--- src/rtl/elm_mitch_div.sv ---
// Three-stage pipelined approximate signed 16-bit divider (Mitchell log/antilog) with valid/ready flow control.
// Define ELM_MITCH_DIV_STATS_EN to add the op_count / div0_count statistics ports.
module elm_mitch_div #(
    parameter int FRAC_BITS = 4
) (
    input  logic        clk,
    input  logic        rst_n,
    input  logic        in_valid,
    output logic        in_ready,
    input  logic [15:0] x,
    input  logic [15:0] y,
    output logic        out_valid,
    input  logic        out_ready,
    output logic [15:0] q,
    output logic        div0,
    output logic        sat
`ifdef ELM_MITCH_DIV_STATS_EN
    ,
    output logic [15:0] op_count,
    output logic [7:0]  div0_count
`endif
);

    localparam int F  = FRAC_BITS;
    localparam int LW = F + 4;
    localparam int DW = F + 5;
    localparam int PW = F + 17;

    function automatic logic [15:0] mag16(input logic [15:0] v);
        return v[15] ? (~v + 16'd1) : v;
    endfunction

    // log2 approximation: leading-one index as integer part, the next F bits as fraction.
    function automatic logic [LW-1:0] mitch_log(input logic [15:0] m);
        logic [3:0]    k;
        logic [15+F:0] sh;
        k = '0;
        for (int i = 0; i < 16; i++) begin
            if (m[i]) k = i[3:0];
        end
        sh = {m, {F{1'b0}}} >> k;
        return {k, sh[F-1:0]};
    endfunction

    logic          s1_valid_q, s1_valid_d;
    logic [LW-1:0] s1_lx_q, s1_lx_d, s1_ly_q, s1_ly_d;
    logic          s1_sign_q, s1_sign_d, s1_zx_q, s1_zx_d, s1_zy_q, s1_zy_d, s1_xneg_q, s1_xneg_d;

    logic          s2_valid_q, s2_valid_d;
    logic [DW-1:0] s2_d_q, s2_d_d;
    logic          s2_sign_q, s2_sign_d, s2_zx_q, s2_zx_d, s2_zy_q, s2_zy_d, s2_xneg_q, s2_xneg_d;

    logic          out_valid_q, out_valid_d;
    logic [15:0]   q_q, q_d;
    logic          div0_q, div0_d, sat_q, sat_d;

    logic          s1_ready, s2_ready, s3_ready;
    logic [3:0]    e;
    logic [F-1:0]  mf;
    logic [PW-1:0] prod, qmag, limit;
    logic [15:0]   q_n;
    logic          sat_n, div0_n;

    // A stage may load when it is empty or its content moves on this cycle.
    assign s3_ready = ~out_valid_q | out_ready;
    assign s2_ready = ~s2_valid_q | s3_ready;
    assign s1_ready = ~s1_valid_q | s2_ready;
    assign in_ready = s1_ready;

    always_comb begin
        // NOTE: every always_comb output gets a default first so no path leaves it unassigned (no latch).
        s1_valid_d = s1_valid_q;
        s1_lx_d    = s1_lx_q;
        s1_ly_d    = s1_ly_q;
        s1_sign_d  = s1_sign_q;
        s1_zx_d    = s1_zx_q;
        s1_zy_d    = s1_zy_q;
        s1_xneg_d  = s1_xneg_q;
        if (s1_ready) begin
            s1_valid_d = in_valid;
            if (in_valid) begin
                s1_lx_d   = mitch_log(mag16(x));
                s1_ly_d   = mitch_log(mag16(y));
                s1_sign_d = x[15] ^ y[15];
                s1_zx_d   = (x == 16'd0);
                s1_zy_d   = (y == 16'd0);
                s1_xneg_d = x[15];
            end
        end
    end

    always_comb begin
        s2_valid_d = s2_valid_q;
        s2_d_d     = s2_d_q;
        s2_sign_d  = s2_sign_q;
        s2_zx_d    = s2_zx_q;
        s2_zy_d    = s2_zy_q;
        s2_xneg_d  = s2_xneg_q;
        if (s2_ready) begin
            s2_valid_d = s1_valid_q;
            if (s1_valid_q) begin
                s2_d_d    = {1'b0, s1_lx_q} - {1'b0, s1_ly_q};
                s2_sign_d = s1_sign_q;
                s2_zx_d   = s1_zx_q;
                s2_zy_d   = s1_zy_q;
                s2_xneg_d = s1_xneg_q;
            end
        end
    end

    // Antilog: (1.mf) * 2^e, then drop the F fraction bits (truncation toward zero).
    always_comb begin
        e     = s2_d_q[F+3:F];
        mf    = s2_d_q[F-1:0];
        prod  = {16'd0, 1'b1, mf} << e;
        qmag  = s2_d_q[DW-1] ? '0 : (prod >> F);
        limit = s2_sign_q ? PW'(32768) : PW'(32767);
        sat_n = 1'b0;
        if (qmag > limit) begin
            qmag  = limit;
            sat_n = 1'b1;
        end
        q_n    = s2_sign_q ? (~qmag[15:0] + 16'd1) : qmag[15:0];
        div0_n = 1'b0;
        if (s2_zy_q) begin
            div0_n = 1'b1;
            sat_n  = 1'b0;
            q_n    = s2_xneg_q ? 16'h8000 : 16'h7FFF;
        end else if (s2_zx_q) begin
            q_n   = 16'd0;
            sat_n = 1'b0;
        end
    end

    always_comb begin
        out_valid_d = out_valid_q;
        q_d         = q_q;
        div0_d      = div0_q;
        sat_d       = sat_q;
        if (s3_ready) begin
            out_valid_d = s2_valid_q;
            if (s2_valid_q) begin
                q_d    = q_n;
                div0_d = div0_n;
                sat_d  = sat_n;
            end
        end
    end

    always_ff @(posedge clk or negedge rst_n) begin
        if (!rst_n) begin
            s1_valid_q  <= 1'b0;
            s1_lx_q     <= '0;
            s1_ly_q     <= '0;
            s1_sign_q   <= 1'b0;
            s1_zx_q     <= 1'b0;
            s1_zy_q     <= 1'b0;
            s1_xneg_q   <= 1'b0;
            s2_valid_q  <= 1'b0;
            s2_d_q      <= '0;
            s2_sign_q   <= 1'b0;
            s2_zx_q     <= 1'b0;
            s2_zy_q     <= 1'b0;
            s2_xneg_q   <= 1'b0;
            out_valid_q <= 1'b0;
            q_q         <= '0;
            div0_q      <= 1'b0;
            sat_q       <= 1'b0;
        end else begin
            s1_valid_q  <= s1_valid_d;
            s1_lx_q     <= s1_lx_d;
            s1_ly_q     <= s1_ly_d;
            s1_sign_q   <= s1_sign_d;
            s1_zx_q     <= s1_zx_d;
            s1_zy_q     <= s1_zy_d;
            s1_xneg_q   <= s1_xneg_d;
            s2_valid_q  <= s2_valid_d;
            s2_d_q      <= s2_d_d;
            s2_sign_q   <= s2_sign_d;
            s2_zx_q     <= s2_zx_d;
            s2_zy_q     <= s2_zy_d;
            s2_xneg_q   <= s2_xneg_d;
            out_valid_q <= out_valid_d;
            q_q         <= q_d;
            div0_q      <= div0_d;
            sat_q       <= sat_d;
        end
    end

    assign out_valid = out_valid_q;
    assign q         = q_q;
    assign div0      = div0_q;
    assign sat       = sat_q;

`ifdef ELM_MITCH_DIV_STATS_EN
    logic [15:0] op_count_q, op_count_d;
    logic [7:0]  div0_count_q, div0_count_d;

    always_comb begin
        op_count_d   = op_count_q;
        div0_count_d = div0_count_q;
        if (out_valid_q && out_ready) begin
            op_count_d = op_count_q + 16'd1;
            if (div0_q && (div0_count_q != 8'hFF)) div0_count_d = div0_count_q + 8'd1;
        end
    end

    always_ff @(posedge clk or negedge rst_n) begin
        if (!rst_n) begin
            op_count_q   <= '0;
            div0_count_q <= '0;
        end else begin
            op_count_q   <= op_count_d;
            div0_count_q <= div0_count_d;
        end
    end

    assign op_count   = op_count_q;
    assign div0_count = div0_count_q;
`endif

endmodule

--- config.mk ---
export PLATFORM = sky130hd
export DESIGN_NAME = elm_mitch_div
export DESIGN_NICKNAME = d
export VERILOG_FILES = /design/src/rtl/elm_mitch_div.sv
export SDC_FILE = /design/constraint.sdc
export NUM_CORES = 1
export LEC_CHECK = 0
export CAP_MARGIN = 25
export CORE_MARGIN = 2
export CORE_UTILIZATION = 65
export DETAILED_ROUTE_END_ITERATION = 6
export HOLD_SLACK_MARGIN = 0.1
export PLACE_DENSITY = 0.88
export SLEW_MARGIN = 40
export SYNTH_ARGS = -nofsm -noshare
export SYNTH_HDL_FRONTEND = slang
export SYNTH_SLANG_ARGS = --single-unit
--- constraint.sdc ---
create_clock -name clk -period 13.3 [get_ports clk]
set_input_delay 2.66 -clock clk [delete_from_list [all_inputs] [get_ports clk]]
set_output_delay 2.66 -clock clk [all_outputs]
set_load 0.1 [all_outputs]
==> metrics.txt <==
Hold Buf Count CTS 0; ys flop type dfrtp_1; Die ar. about 0.011 mm²; Sequential cell area between 0.001 and 0.0015 mm²; Pwr Density about 170 mW/mm²; Design Power between 1 and 1.5 mW; sequential area share after synthesis 21.3%; Avg Synthesized Cell Area 7.84 µm²; Final Max Slew Viols 0; peak supply drop about 0.00016 V; biggest area consumer among synthesized cells dfrtp_1; Multi-input gate area 0.00461 mm²; synthesized cell area around 0.0064 mm²; distinct cell type count after synthesis 90; Inserted Diodes 0; number of global-route vias before repair 5822; clk buf depth 2; DRC 0; CTS Buf Count 5; htree depth 2; max cap viols 0; area of the core 0.00964 mm²; Synth area leaders dfrtp_1 21%, ha_1 5.3%, o21ai_0 4.6%; Layout Cells excl Fill between 900 and 1000; wire length per cell between 15 and 20 µm; die width 103 µm; #FFs+latches synth 54; Area growth syn-to-layout 7.25%; worst-path fanout max 4; Hold Vio Cnt, Final 0; nets 885; Setup Viol. Count Final 0; Initial Util 65.9%; GRT overflow 0; DR iter-0 viols between 400 and 500; pin count of the biggest net entering global routing 55; Vias/cell approximately 6.9; CTS tree yes; Fillers about 830; most frequent cells in the layout 62 x nor2_1, 58 x o21ai_0, 54 x dfrtp_1; placed insts 947; post-CTS setup buffers 0; critical path type in2out; clock period minus final worst setup slack between 6 and 7 ns; asr flop ratio synth 100%; Clock Tree Root clkbuf_8; row cnt 36; Initial DRT Pass Iterations 5; setup_tns 0 ns; leakage 2.79 nW; outcome complete, no violations; I/O pin count 56; period utilisation layout between 40% and 50%; Port Buf Inserts 55; final clock skew ~0.019 ns; Vias between 6000 and 7000; Slew headroom 43.5%; setup ws final roughly 7 ns; Hold WC Path Type reg2reg; Routed WL 17.5 mm; number of synthesized flops with an enable pin 0; initial antenna violation count 0; clk sinks between 50 and 60; WP data required about 11 ns; post-CTS sizing 0; Post-Syn Instances 810; layout cell share with drive strength beyond 1 about a tenth; GPL Wtd Cong approximately 1.1; Final ANT Viol Nets 0; detailed placement HPWL 13.4 mm; crit path DAT between 3 and 4 ns; Crit. End Element output port; worst skew pair latency 0.32 ns; most common cell after layout, fill and taps aside nor2_1; area share of the largest cell type after synthesis between 20% and 30%; dpl ws approximately 6.5 ns; Net Count, Synth ~870; first-pass GRT wire length 28.1 mm; Tightest Pin Transition approximately 0.84 ns; CTS clock-pin slew for the worst setup and hold paths approximately 0.10 ns; height of the die between 100 and 150 µm; maximum clock rate about 0.16 GHz; Worst Setup Start Kind primary input; yosys warns 0; RSZ-0062 raised after global routing false; All-Layer GR Usage 32.8%
## state kept, by name, indices dropped and copies added (netlist names), 8 cells and up
name / count
s1_lx_q: 8
s1_ly_q: 8
q: 16
s2_d_q: 9
## logic make-up (layout without fill, tap and decap cells)
logic type / after synthesis / after routing / synth area share (%)
buffers and inverters: 90 / 102 / 6.28
XOR/XNOR: 44 / 44 / 6.30
multiplexers: 29 / 29 / 4.96
flip-flops: 54 / 54 / 21.3
AO/OA/AOI/OAI: 289 / 289 / 32.5
AND/OR/NAND/NOR: 276 / 276 / 23.0
adder cells (fa/ha/maj): 28 / 28 / 5.63
## layer usage
metal	routed length [µm]	part of all wire [%]	vias up	track usage, %
li1	-	-	3095	-
met1	7030	40	3065	41.7
met2	8630	49	329	57.2
met3	1130	6.5	64	3.12
met4	693	4.0	0	13.7
met5	0	0	-	0
## per-stage QoR
step / cell area, µm² / hold slack [ns] / util [%]
after global routing: 6810 / 0.515 / 70.7
after global placement: 6830 / 0.459 / 70.8
after floorplan: 6350 / 0.439 / -
final: 6810 / 0.489 / 70.7
after CTS: 6810 / 0.490 / 70.7
after detailed placement: 6730 / 0.462 / 69.8
## layout make-up
class | instances | area share [%]
clock inverters | 3 | 0.276
flip-flops and latches | 54 | 19.8
inverters | 35 | 1.93
multi-input cells | 666 | 67.7
well taps | 133 | 2.44
clock buffers | 5 | 1.01
repair buffers | 59 | 6.83
## cells in the mapped netlist (17+ instances only)
master / number
o31ai_1: 17
xnor2_1: 25
a21o_1: 22
xor2_1: 17
clkbuf_1: 36
nor3_1: 30
nor2_1: 62
a21oi_1: 50
nand4_1: 17
nand2b_1: 19
dfrtp_1: 54
ha_1: 27
inv_1: 35
nand2_1: 53
o21ai_0: 59
mux2i_1: 18
## critical path: stages
cell             delay [ns]
clkdlybuf4s50_1        0.48
nand4b_1               0.16
buf_2                  0.45
## report_power, final
part | switching [mW] | internal (mW) | leakage, nW | total [mW]
Clock | 0.0548 | 0.0372 | 0.0483 | 0.0920
Sequential | 0.0612 | 0.213 | 0.647 | 0.274
Combinational | 0.558 | 0.261 | 2.09 | 0.818
## worst paths after layout
check	from	depth (start not counted)	slack [ns]	end
worst max register to register	s2_d_q[4]	18	7.97	q[14]
worst max-delay path	out_ready	3	6.89	in_ready
max in group asynchronous	rst_n	2	10.40	s1_lx_q[4]
worst min-delay path	s1_zy_q	2	0.49	s1_zy_q
min in group asynchronous	rst_n	2	2.46	q[11]
worst min register to register	s1_zy_q	2	0.49	s1_zy_q
Power figures use the tool's default switching activity.
